==> src/rtl/rv_regfile_mp.sv <==
// Multi-ported integer register file with a per-register busy scoreboard.
// Register 0 is hardwired to zero and is never marked busy.
module rv_regfile_mp #(
  parameter int XLEN   = 32,
  parameter int NREG   = 32,
  parameter int NRD    = 3,
  parameter int NWR    = 2,
  parameter int BYPASS = 1,
  localparam int AW    = $clog2(NREG)
) (
  input  logic                clk_i,
  input  logic                rst_i,
  input  logic [NRD*AW-1:0]   rd_addr_i,
  output logic [NRD*XLEN-1:0] rd_data_o,
  output logic [NRD-1:0]      rd_busy_o,
  input  logic [NWR-1:0]      wr_en_i,
  input  logic [NWR*AW-1:0]   wr_addr_i,
  input  logic [NWR*XLEN-1:0] wr_data_i,
  input  logic                iss_en_i,
  input  logic [AW-1:0]       iss_addr_i,
  output logic [NREG-1:0]     busy_o
);

  logic [XLEN-1:0] regs [NREG];
  logic [NREG-1:0] busy;

  // Later ports are visited last, so the highest-index port wins a collision.
  always_ff @(posedge clk_i or posedge rst_i) begin
    if (rst_i) begin
      for (int r = 0; r < NREG; r++) begin
        regs[r] <= '0;
      end
    end else begin
      for (int k = 0; k < NWR; k++) begin
        if (wr_en_i[k] && (wr_addr_i[k*AW +: AW] != '0)) begin
          regs[wr_addr_i[k*AW +: AW]] <= wr_data_i[k*XLEN +: XLEN];
        end
      end
    end
  end

  // A same-edge issue overrides the clear from a write: the new producer owns the register.
  always_ff @(posedge clk_i or posedge rst_i) begin
    if (rst_i) begin
      busy <= '0;
    end else begin
      for (int k = 0; k < NWR; k++) begin
        if (wr_en_i[k]) begin
          busy[wr_addr_i[k*AW +: AW]] <= 1'b0;
        end
      end
      if (iss_en_i && (iss_addr_i != '0)) begin
        busy[iss_addr_i] <= 1'b1;
      end
    end
  end

  // Forwarding is suppressed during reset so held-off writes never leak to the read ports.
  always_comb begin
    rd_data_o = '0;
    rd_busy_o = '0;
    for (int p = 0; p < NRD; p++) begin
      rd_data_o[p*XLEN +: XLEN] = regs[rd_addr_i[p*AW +: AW]];
      rd_busy_o[p]              = busy[rd_addr_i[p*AW +: AW]];
      if ((BYPASS != 0) && !rst_i && (rd_addr_i[p*AW +: AW] != '0)) begin
        for (int k = 0; k < NWR; k++) begin
          if (wr_en_i[k] && (wr_addr_i[k*AW +: AW] == rd_addr_i[p*AW +: AW])) begin
            rd_data_o[p*XLEN +: XLEN] = wr_data_i[k*XLEN +: XLEN];
            rd_busy_o[p]              = 1'b0;
          end
        end
      end
    end
  end

  assign busy_o = busy;

endmodule

==> config.mk <==
export PLATFORM = sky130hd
export DESIGN_NAME = rv_regfile_mp
export DESIGN_NICKNAME = d
export VERILOG_FILES = /design/src/rtl/rv_regfile_mp.sv
export SDC_FILE = /design/constraint.sdc
export NUM_CORES = 2
export LEC_CHECK = 0
export CORE_MARGIN = 5
export CORE_UTILIZATION = 40
export DETAILED_ROUTE_END_ITERATION = 8
export PLACE_DENSITY = 0.58
export SYNTH_ARGS = -nofsm -noshare
export SYNTH_HDL_FRONTEND = slang
export SYNTH_SLANG_ARGS = --single-unit
export TNS_END_PERCENT = 1
==> constraint.sdc <==
create_clock -name clk_i -period 64 [get_ports clk_i]
set_input_delay 9.6 -clock clk_i [delete_from_list [all_inputs] [get_ports clk_i]]
set_output_delay 9.6 -clock clk_i [all_outputs]
set_load 0.05 [all_outputs]
==> run_results.csv <==
group,metric,value,unit
sta,setup_viol,0,
synthesis,synthDistinctLibCells,54,
cts,cts_tree,"yes",
cts,cts_resized,0,
synthesis,syn_nets,6666,
synthesis,netlist.area_leader.share,35.1,%
placement,portBuffers,229,
synthesis,synthCells,6567,
worst_setup_path,endpoint_kind,"output port",
cts,clock-sinks,1056,
outcome,status,"complete, but fails checks",
layout,final_common_cell,"mux2i_1",
worst_setup_path,crit_slowest_cell,"buf_4",
sta,holdWs,415,ps
hold_path,whs_endpoint,"regs[999]",
cts,clk_latency,770,ps
pwr,power,2730,µW
pwr,clock_power_share,28.6,%
pwr,swShare,35.2,%
worst_setup_path,cp_max_fo,57,
floorplan,die-height,444,µm
sta,rsz0062_at_grt,"false",
worst_setup_path,r2r_end,"busy_o[29]",
synthesis,syn_avg_cell_area,11.5,µm²
grt,grt_pass1_vias,59500,
floorplan,num_io_pins,230,
drt,first_pass_iters,6,
sta,final.setup.tns,0,ps
synthesis,yosysSeqAreaShare,35.1,%
cts,cts_buffers,118,
worst_setup_path,worst-r2r-setup-slack,62870,ps
grt,overflow,0,
sta,clock.fmax,0.0408,GHz
layout,drive_above_1_share,23.6,%
cts,path_clk_slew,60,ps
worst_setup_path,cpPeakStageDelay,920,ps
grt,antenna_found_initial,22,
pwr,p_int,1770,µW
hold_path,min_path_type,"register to register",
layout,area_growth,10.7,%
pwr,switchingPower,961,µW
worst_setup_path,cp.arrival,14900,ps
cts,clockRootBuffer,"clkbuf_16",
sta,post-route-min-period,24500,ps
grt,grt_max_degree,157,
placement,hpwl,201000,µm
layout,most-common-layout-cells,"mux2i_1, dfrtp_1, mux4_2",
sta,tightest_slew,1500,ps
layout,final.fill_count,16900,
sta,fin_skew,0,ps
worst_setup_path,reg2reg_from,"busy_o[29]",
layout,finalInstanceArea,83500,µm²
worst_setup_path,worstPathBufferInverterCount,4,
drt,wl_per_cell,38.7,µm
synthesis,synth_edf_count,0,
floorplan,coreArea,188000,µm²
job,maxCapViolations,1,
drt,drt-initial-drc-count,10700,
placement,placed_cell_area,79100,µm²
drt,vias,61800,
cts,htreeDepth,3,
worst_setup_path,reg2reg_depth,2,
placement,gp_congestion,0.941,
synthesis,yosysTopAreaCell,"dfrtp_1",
worst_setup_path,crit_type,"primary input to output port",
drt,drtAntennaViolNets,0,
worst_setup_path,crit_family,"buffers and inverters",
outcome,violations,"capacitance limit, slew limit",
synthesis,ys.flop_type,"dfrtp_1",
synthesis,synth.cell_area,75400,µm²
floorplan,initial_core_util,40.2,%
grt,grt_pass1_wl,475000,µm
floorplan,die_area,197000,µm²
hold_path,hold_depth,0,
sta,drv_slew,1,
grt,grt_usage,33.8,%
drt,drc,0,
synthesis,ys_seq_elements,1056,
worst_setup_path,crit_path_start_kind,"primary input",
worst_setup_path,cp.depth,8,
floorplan,die_width,444,µm
worst_setup_path,cp_cell_sequence,"buf_8 -> buf_4 -> buf_4 -> mux4_2 -> mux4_2 -> mux2i_1 -> mux2i_1 -> clkdlybuf4s50_1",
sta,hold_viol,0,
layout,final_core_util,44.5,%
drt,viasPerCell,6.98,
synthesis,yosys_warnings,0,
sta,min_period_over_period,38.3,%
layout,layout.nets,6333,
pwr,p_leak,0.0356,µW
synthesis,synth_async_sr_flop_share,100,%
cts,cts_hold_repair.buffers,0,
worst_setup_path,worstPathRequired,54400,ps
pwr,power.density,32.7,nW/µm²
cts,cts_buffer_depth,3,
drt,routed_wl,343000,µm
floorplan,std_cell_rows,159,
pwr,power_frac_comb,33.5,%
pwr,pwr-share-seq,37.8,%
synthesis,synthTopCellsByArea,"dfrtp_1, mux4_2, mux2i_1",
hold_path,hp-start,"regs[999]",
cts,cts_setup_buffers,0,
sta,slew-limit-headroom,-0.680,%
pwr,peakVddDrop,0.0000252,V
through the flow:
step / instances / worst slack [ps]
finish: 8845 / 39500
detailed placement: 8609 / 39550
CTS: 8833 / 39540
global placement: 8609 / 39570
floorplan: 6567 / 24680
global route: 8839 / 39340
Yosys cell counts (27+ instances only):
cell type  instances
mux4_2           962
dfrtp_1         1056
buf_2            205
buf_1             85
o21ai_1           28
a221oi_1          39
a32o_1            27
nor2_1           612
buf_4             29
clkbuf_1         553
mux2i_1         1092
nand2_1          548
a22oi_1          152
a21oi_1          501
o21ai_0          435
worst max-delay path by stage:
| stage | startpoint | end | slack (ps) |
|---|---|---|---|
| final | rd_addr_i[5] | rd_data_o[49] | 39500 |
| after detailed placement | rd_addr_i[5] | rd_data_o[45] | 39550 |
| after floorplan | rst_i | busy_o[0] | 24680 |
| after global placement | rd_addr_i[5] | rd_data_o[46] | 39570 |
| after CTS | rd_addr_i[5] | rd_data_o[46] | 39540 |
| after global routing | rd_addr_i[5] | rd_data_o[45] | 39340 |
logic make-up after synthesis:
logic type,share of synthesized area (%)
multiplexers,43.4
flip-flops,35.1
buffers and inverters,5.12
AND/OR/NAND/NOR,6.83
XOR/XNOR,0.349
AO/OA/AOI/OAI,9.28
power groups by stage:
| stage | registers, µW | logic [µW] | clock network (µW) |
|---|---|---|---|
| finish | 1030 | 915 | 781 |
| floorplan | 976 | 657 | 0 |
| global route | 1050 | 960 | 809 |
| CTS | 1020 | 905 | 785 |
| detailed placement | 1030 | 902 | 0 |
| global placement | 1010 | 888 | 0 |
layout make-up:
cell class | count | area (µm²) | share of cell area (%)
multi-input cells | 4608 | 45600 | 54.6
flip-flops and latches | 1056 | 26400 | 31.7
repair buffers | 433 | 3890 | 4.65
clock buffers | 157 | 3370 | 4.04
well taps | 2495 | 3120 | 3.74
clock inverters | 67 | 1000 | 1.20
inverters | 17 | 81.3 | 0.0974
diodes | 12 | 30.0 | 0.0360
state kept, by name, indices dropped and copies added, names as in the netlist:
| register | cells |
|---|---|
| regs | 1024 |
| busy_o | 32 |
routing by layer:
layer  GRT usage [%]  part of all wire [%]  vias up
met5               0                 0.022        -
met4            25.4                   9.4       12
met3            10.2                    13     1396
met2            50.3                    44     4960
met1            41.4                    34    31200
li1                -                     -    24200
Power figures use the tool's default switching activity.
